**src/rtl/id_ex_stage.sv**
```systemverilog
// ID/EX pipeline stage: operand fetch with writeback bypass, load-use bubbles, hold and flush.
// Optional stall-cycle counter enabled by defining ID_EX_STALL_CNT_EN.
module id_ex_stage #(
  parameter int N = 16
) (
  input  logic         clk,
  input  logic         rst,
  input  logic         in_valid,
  input  logic [2:0]   in_rs1,
  input  logic [2:0]   in_rs2,
  input  logic         in_use_rs1,
  input  logic         in_use_rs2,
  input  logic [2:0]   in_rd,
  input  logic         in_reg_write,
  input  logic         in_mem_read,
  input  logic [3:0]   in_alu_op,
  input  logic [N-1:0] in_imm,
  output logic [2:0]   rf_addr1,
  output logic [2:0]   rf_addr2,
  output logic         rf_read_en,
  input  logic [N-1:0] rf_data1,
  input  logic [N-1:0] rf_data2,
  input  logic         wb_en,
  input  logic [2:0]   wb_addr,
  input  logic [N-1:0] wb_data,
  input  logic         ex_ready,
  input  logic         flush,
  output logic         id_stall,
`ifdef ID_EX_STALL_CNT_EN
  output logic [15:0]  stall_count,
`endif
  output logic         ex_valid,
  output logic [2:0]   ex_rd,
  output logic         ex_reg_write,
  output logic         ex_mem_read,
  output logic [3:0]   ex_alu_op,
  output logic [N-1:0] ex_imm,
  output logic [N-1:0] ex_op1,
  output logic [N-1:0] ex_op2
);

  logic [N-1:0] op1;
  logic [N-1:0] op2;
  logic         rs1_dep;
  logic         rs2_dep;
  logic         hazard;

  assign rf_addr1   = in_rs1;
  assign rf_addr2   = in_rs2;
  assign rf_read_en = in_valid;

  // Same-cycle writeback wins over the register file read; r0 is an ordinary register.
  assign op1 = (wb_en && (wb_addr == in_rs1)) ? wb_data : rf_data1;
  assign op2 = (wb_en && (wb_addr == in_rs2)) ? wb_data : rf_data2;

  assign rs1_dep  = in_use_rs1 && (in_rs1 == ex_rd);
  assign rs2_dep  = in_use_rs2 && (in_rs2 == ex_rd);
  assign hazard   = in_valid && ex_valid && ex_mem_read && ex_reg_write && (rs1_dep || rs2_dep);
  assign id_stall = !flush && (!ex_ready || hazard);

  // Flush and bubble clear the control bits too, so a dead slot never writes or loads.
  always_ff @(posedge clk or posedge rst) begin
    if (rst) begin
      ex_valid     <= 1'b0;
      ex_rd        <= '0;
      ex_reg_write <= 1'b0;
      ex_mem_read  <= 1'b0;
      ex_alu_op    <= '0;
      ex_imm       <= '0;
      ex_op1       <= '0;
      ex_op2       <= '0;
    end else if (flush) begin
      ex_valid     <= 1'b0;
      ex_reg_write <= 1'b0;
      ex_mem_read  <= 1'b0;
    end else if (!ex_ready) begin
      ex_valid     <= ex_valid;
    end else if (hazard) begin
      ex_valid     <= 1'b0;
      ex_reg_write <= 1'b0;
      ex_mem_read  <= 1'b0;
    end else begin
      ex_valid     <= in_valid;
      ex_rd        <= in_rd;
      ex_reg_write <= in_valid && in_reg_write;
      ex_mem_read  <= in_valid && in_mem_read;
      ex_alu_op    <= in_alu_op;
      ex_imm       <= in_imm;
      ex_op1       <= op1;
      ex_op2       <= op2;
    end
  end

`ifdef ID_EX_STALL_CNT_EN
  // Saturating count of stalled edges; only reset clears it.
  always_ff @(posedge clk or posedge rst) begin
    if (rst) begin
      stall_count <= '0;
    end else if (id_stall && (stall_count != 16'hFFFF)) begin
      stall_count <= stall_count + 16'd1;
    end
  end
`endif

endmodule

```
**config.mk**
```make
export PLATFORM = sky130hd
export DESIGN_NAME = id_ex_stage
export DESIGN_NICKNAME = d
export VERILOG_FILES = /design/src/rtl/id_ex_stage.sv
export SDC_FILE = /design/constraint.sdc
export NUM_CORES = 1
export LEC_CHECK = 0
export CAP_MARGIN = 40
export CORE_ASPECT_RATIO = 2
export CORE_MARGIN = 3
export CORE_UTILIZATION = 47
export DETAILED_ROUTE_END_ITERATION = 7
export GPL_ROUTABILITY_DRIVEN = 0
export HOLD_SLACK_MARGIN = 0.08
export PLACE_DENSITY = 0.95
export SYNTH_ARGS = -nofsm -noshare
export SYNTH_HDL_FRONTEND = slang
export SYNTH_SLANG_ARGS = --single-unit
```
**constraint.sdc**
```tcl
create_clock -name clk -period 3.7 [get_ports clk]
set_input_delay 0.555 -clock clk [delete_from_list [all_inputs] [get_ports clk]]
set_output_delay 0.555 -clock clk [all_outputs]
set_load 0.1 [all_outputs]
```
* Yosys cells after proc, flatten, opt, wreduce, memory -nomap -nowiden
Index checks and enable logic that the tools add are counted.
** Storage, ports and cells
- Register bits after elaboration :: 58
- Output and inout port bits :: 66
- Logic and storage cells :: 42
** Cells by class
- Equal/unequal tests :: 4
- Muxes and demuxes :: 11
- Bitwise gates (word level) :: 2
- Reduce and logical (&&, ||, !) cells :: 17
** Operators with widths (number)
- 16-bit two-way mux :: 2
- 3-bit equality test :: 4
- 1-bit logical AND :: 11
- 1-bit two-way mux :: 9
- 3-bit AND reduction :: 1
- 1-bit zero test :: 2
- 1-bit logical OR :: 2
- 1-bit inverter :: 2
- 2-bit nonzero test :: 1

* Depth between registers and ports, before layout
- Depth in word-level cells :: 7
- Gate-level depth with buffers :: 6

* Worst setup path before layout
OpenSTA, ideal clock, no wires.
- Path type :: register to output
- Start :: register ex_rd[2]
- End :: output id_stall
- Arrival :: 3.136 ns
- Data required time :: 3.145 ns
- Path slack :: 0.009 ns
- Cell stages (with the launch flop) :: 6
- Path buffers :: 1
- Path through :: dfrtp_1 xnor2_1 and4_4 buf_6 o21ai_4 a21oi_1
** Between the ends
- Longest elaborated chain between the ends :: 6
- Elaborated cells between the ends (all ways) :: 8
- Those cells by class :: eq/ne: 2; reduce/logical: 6
** Ends and longest elaborated chain
- start: declaration :: RTL line 33 : output logic [2:0] ex_rd,
- start signal: assignment :: RTL line 84 : ex_rd <= in_rd;
- 3-bit equality test, on equally long branches :: RTL line 56, 57
- 1-bit logical AND, on equally long branches :: RTL line 56, 57
- 1-bit logical OR (*) :: RTL line 58 : assign hazard = in_valid && ex_valid && ex_mem_read && ex_reg_write && (rs1_dep || rs2_dep);
- 1-bit logical AND (*) :: RTL line 58
- 1-bit logical OR (*) :: RTL line 59 : assign id_stall = !flush && (!ex_ready || hazard);
- 1-bit logical AND (*) :: RTL line 59
- end: declaration :: RTL line 28 : output logic id_stall,
Mark *: on every way between the ends. The rest lies on a longest branch, timed or not.

* Worst setup path in the final report
- Start :: input in_rs1[0]
- End :: output id_stall
** Between the ends
- Longest elaborated chain between the ends :: 6
** Ends and longest elaborated chain
- start: declaration :: RTL line 9 : input logic [2:0] in_rs1,
- 3-bit equality test :: RTL line 56 : assign rs1_dep = in_use_rs1 && (in_rs1 == ex_rd);
- 1-bit logical AND :: RTL line 56
- 1-bit logical OR :: RTL line 58
- 1-bit logical AND :: RTL line 58
- 1-bit logical OR :: RTL line 59
- 1-bit logical AND :: RTL line 59
Every way passes these cells.

==> metrics.cfg <==
[routing]
drc = 0
routed_wl_um = 15300
dr_total_vias = 4353
wl_met2_um = 8200
drt-met1-wl_um = 5180
top_layer = met4
routedWlPerCell_um = 22.4
ant_nets = 0
viasPerCell = 6.39
drt_iter0_drc = 546
routed-wl-met3_um = 899
first_pass_iters = 5

[yosys]
ys_ff_latch = 58
netlist.top_cell.by_area = dfrtp_1
synthArstFlopShare_pct = 100
syn_nets = 495
synthesis.area_mm2 = 0.00380
seq_area_frac_synth_pct = 38.2
synth_cell_types = 23
syn_inst = 405
yosys_warnings = 0
synth_edf_count = 0
synth_area_per_cell_um2 = 9.39
synth_top_cell_area_share_pct = 38.2
synthTopCellsByArea = dfrtp_1 38%, a31oi_1 13%, mux2i_1 8.4%
ys.flop_type = dfrtp_1

[placement]
dpl.hpwl_um = 11000
placed_area_mm2 = 0.00630
place_inst = 664
portBuffers = 155

[timing]
fmax_mhz = 312
timing.slew.headroom_pct = 37.1
hold_viol = 0
maxSlewViolCount = 0
tightest_slew_ns = 0.941
skew_ns = 0.00857
fin_crit_ns = 3.21
setup_viol = 0
post-route-period-util_pct = 86.8
setup_tns_ns = 0
rsz0062_at_grt = false

[critical_path]
critPathCaptureType = output pin
reg2reg_depth = 5
cp.required_ns = 3.14
r2r-start = ex_rd[0]
critPathMaxFanout = 35
r2r-end = ex_op1[7]
critPathArrivalTime_ns = 2.66
crit_type = in -> out
r2r_slack_ns = 1.15
startpoint_type = input port

[min_path]
holdPathEnd = ex_imm[0]
hp-class = reg -> reg
hp-start = ex_imm[0]
whs_path_depth = 2

[pwr]
ir_worst_vdd_uv = 386
finalPower_mw = 3.27
leakage_nw = 2.88
power.density_mw_per_mm2 = 496

[floorplan]
core-area_mm2 = 0.00771
initial_core_util_pct = 49.3
die_w_um = 69.6
die_h_um = 133
io_pins = 156
rows = 45
die_area_mm2 = 0.00927

[layout]
finalNonFillerCells = 681
final_area_mm2 = 0.00659
fin_util_pct = 85.5
fill_cells = 388
area_delta_synth_final_pct = 73.4
nets = 672
layout-drive-gt1-share_pct = 16.7

[clock_tree]
h-tree-depth = 3
cts_buffer_depth = 2
cts_root_buf = clkbuf_16
cts_made_buffers = 9
cts.hold.buffers_added = 0
cts-resized-gates = 0
clk_pin_slew_worst_paths_ns = 0.05
clk_latency_ns = 0.32
post_cts_buffers = 0
cts_tree = done
cts_sinks = 58

[global_routing]
antenna_found_initial = 1
grt_overflow = 0
first_global_vias = 4534
grt_pass1_wl_um = 23900
grt_max_degree = 95
grt_use_total_pct = 32.6

[flow_run]
drv_cap = 0

[status]
status = completed

-- per-layer routing --
| metal | vias to the layer above | global-route usage [%] |
|---|---|---|
| li1 | 1936 | - |
| met1 | 2060 | 34.7 |
| met2 | 281 | 58.1 |
| met3 | 76 | 6.19 |
| met4 | 0 | 20.0 |
| met5 | - | 0 |
-- flip-flops by register name, summed over array words and instances (netlist names) --
signal	flops
ex_alu_op	4
ex_imm	16
ex_mem_read	1
ex_op1	16
ex_op2	16
ex_rd	3
ex_reg_write	1
ex_valid	1
-- power by group --
part | internal [mW] | total, mW | switching [mW] | leakage [nW]
clock network | 0.481 | 0.751 | 0.270 | 0.138
registers | 0.724 | 0.799 | 0.0752 | 0.637
logic | 0.665 | 1.72 | 1.06 | 2.10
total | 1.87 | 3.27 | 1.40 | 2.88
-- through the flow --
| stage | hold WS [ns] | worst slack [ns] |
|---|---|---|
| floorplan | 0.618 | 0.00934 |
| finish | 0.559 | 0.490 |
| global route | 0.570 | 0.381 |
| detailed placement | 0.546 | 0.319 |
| CTS | 0.552 | 0.292 |
| global placement | 0.520 | 0.441 |
-- synthesized netlist by cell type (5+ instances only) --
cell type  number
a21oi_1        14
a21o_1         32
nand4_1        15
and3_1         12
mux2i_1        32
a21boi_0       23
xnor2_1        12
nand3_1        35
a31oi_1        76
buf_4          11
o211ai_1       23
clkbuf_1       22
buf_6           5
dfrtp_1        58
buf_2          21
-- cell type report --
class | count | area [um2] | share of cell area [%]
multi-input combinational | 286 | 2030 | 30.7
sequential | 58 | 1450 | 22.0
inverter | 2 | 7.51 | 0.114
tap | 94 | 118 | 1.78
clock buffer | 12 | 256 | 3.89
antenna | 1 | 2.50 | 0.0380
timing repair buffer | 225 | 2720 | 41.2
clock inverter | 3 | 15.0 | 0.228
-- cell families after synthesis --
family	share of synthesized area, %
muxes	8.42
DFF	38.2
xor gates and xnor gates	2.76
and+or+nand+nor	11.2
buffers and inverters	8.78
AOI/OAI and AO/OA	30.7
-- worst max-delay path, cell delays in order --
cell             delay [ns]
clkdlybuf4s50_1        0.48
xnor2_1                0.32
and4_4                 0.49
o21ai_4                0.11
buf_12                 0.18
a21oi_1                0.27
buf_12                 0.22
-- placed cells by master (no fill, tap or decap) --
cell type / n
a21boi_0: 23
a21o_1: 32
a21oi_1: 14
a31oi_1: 76
a41o_1: 2
and3_1: 12
and4_1: 2
and4_4: 1
buf_12: 3
buf_16: 15
buf_4: 17
buf_8: 43
clkbuf_1: 1
clkbuf_16: 9
clkbuf_8: 2
clkdlybuf4s50_1: 147
clkinv_2: 3
dfrtp_1: 58
diode_2: 1
inv_1: 1
inv_2: 1
mux2i_1: 32
nand3_1: 35
nand4_1: 15
nand4_2: 2
nor2b_1: 1
nor2b_4: 1
nor3b_1: 2
o211ai_1: 23
o21ai_4: 1
xnor2_1: 12
-- worst max path at each step --
stage | startpoint | endpoint | slack, ns | cells past startpoint
2_1_floorplan | ex_rd[2] | id_stall | 0.009 | 5
3_3_place_gp | in_rs1[0] | id_stall | 0.44 | 6
3_5_place_dp | in_rs1[0] | id_stall | 0.32 | 6
4_1_cts | in_rs1[0] | id_stall | 0.29 | 6
5_1_grt | in_rs1[0] | id_stall | 0.38 | 7
6_report | in_rs1[0] | id_stall | 0.49 | 7
(Power assumes the default switching activity.)
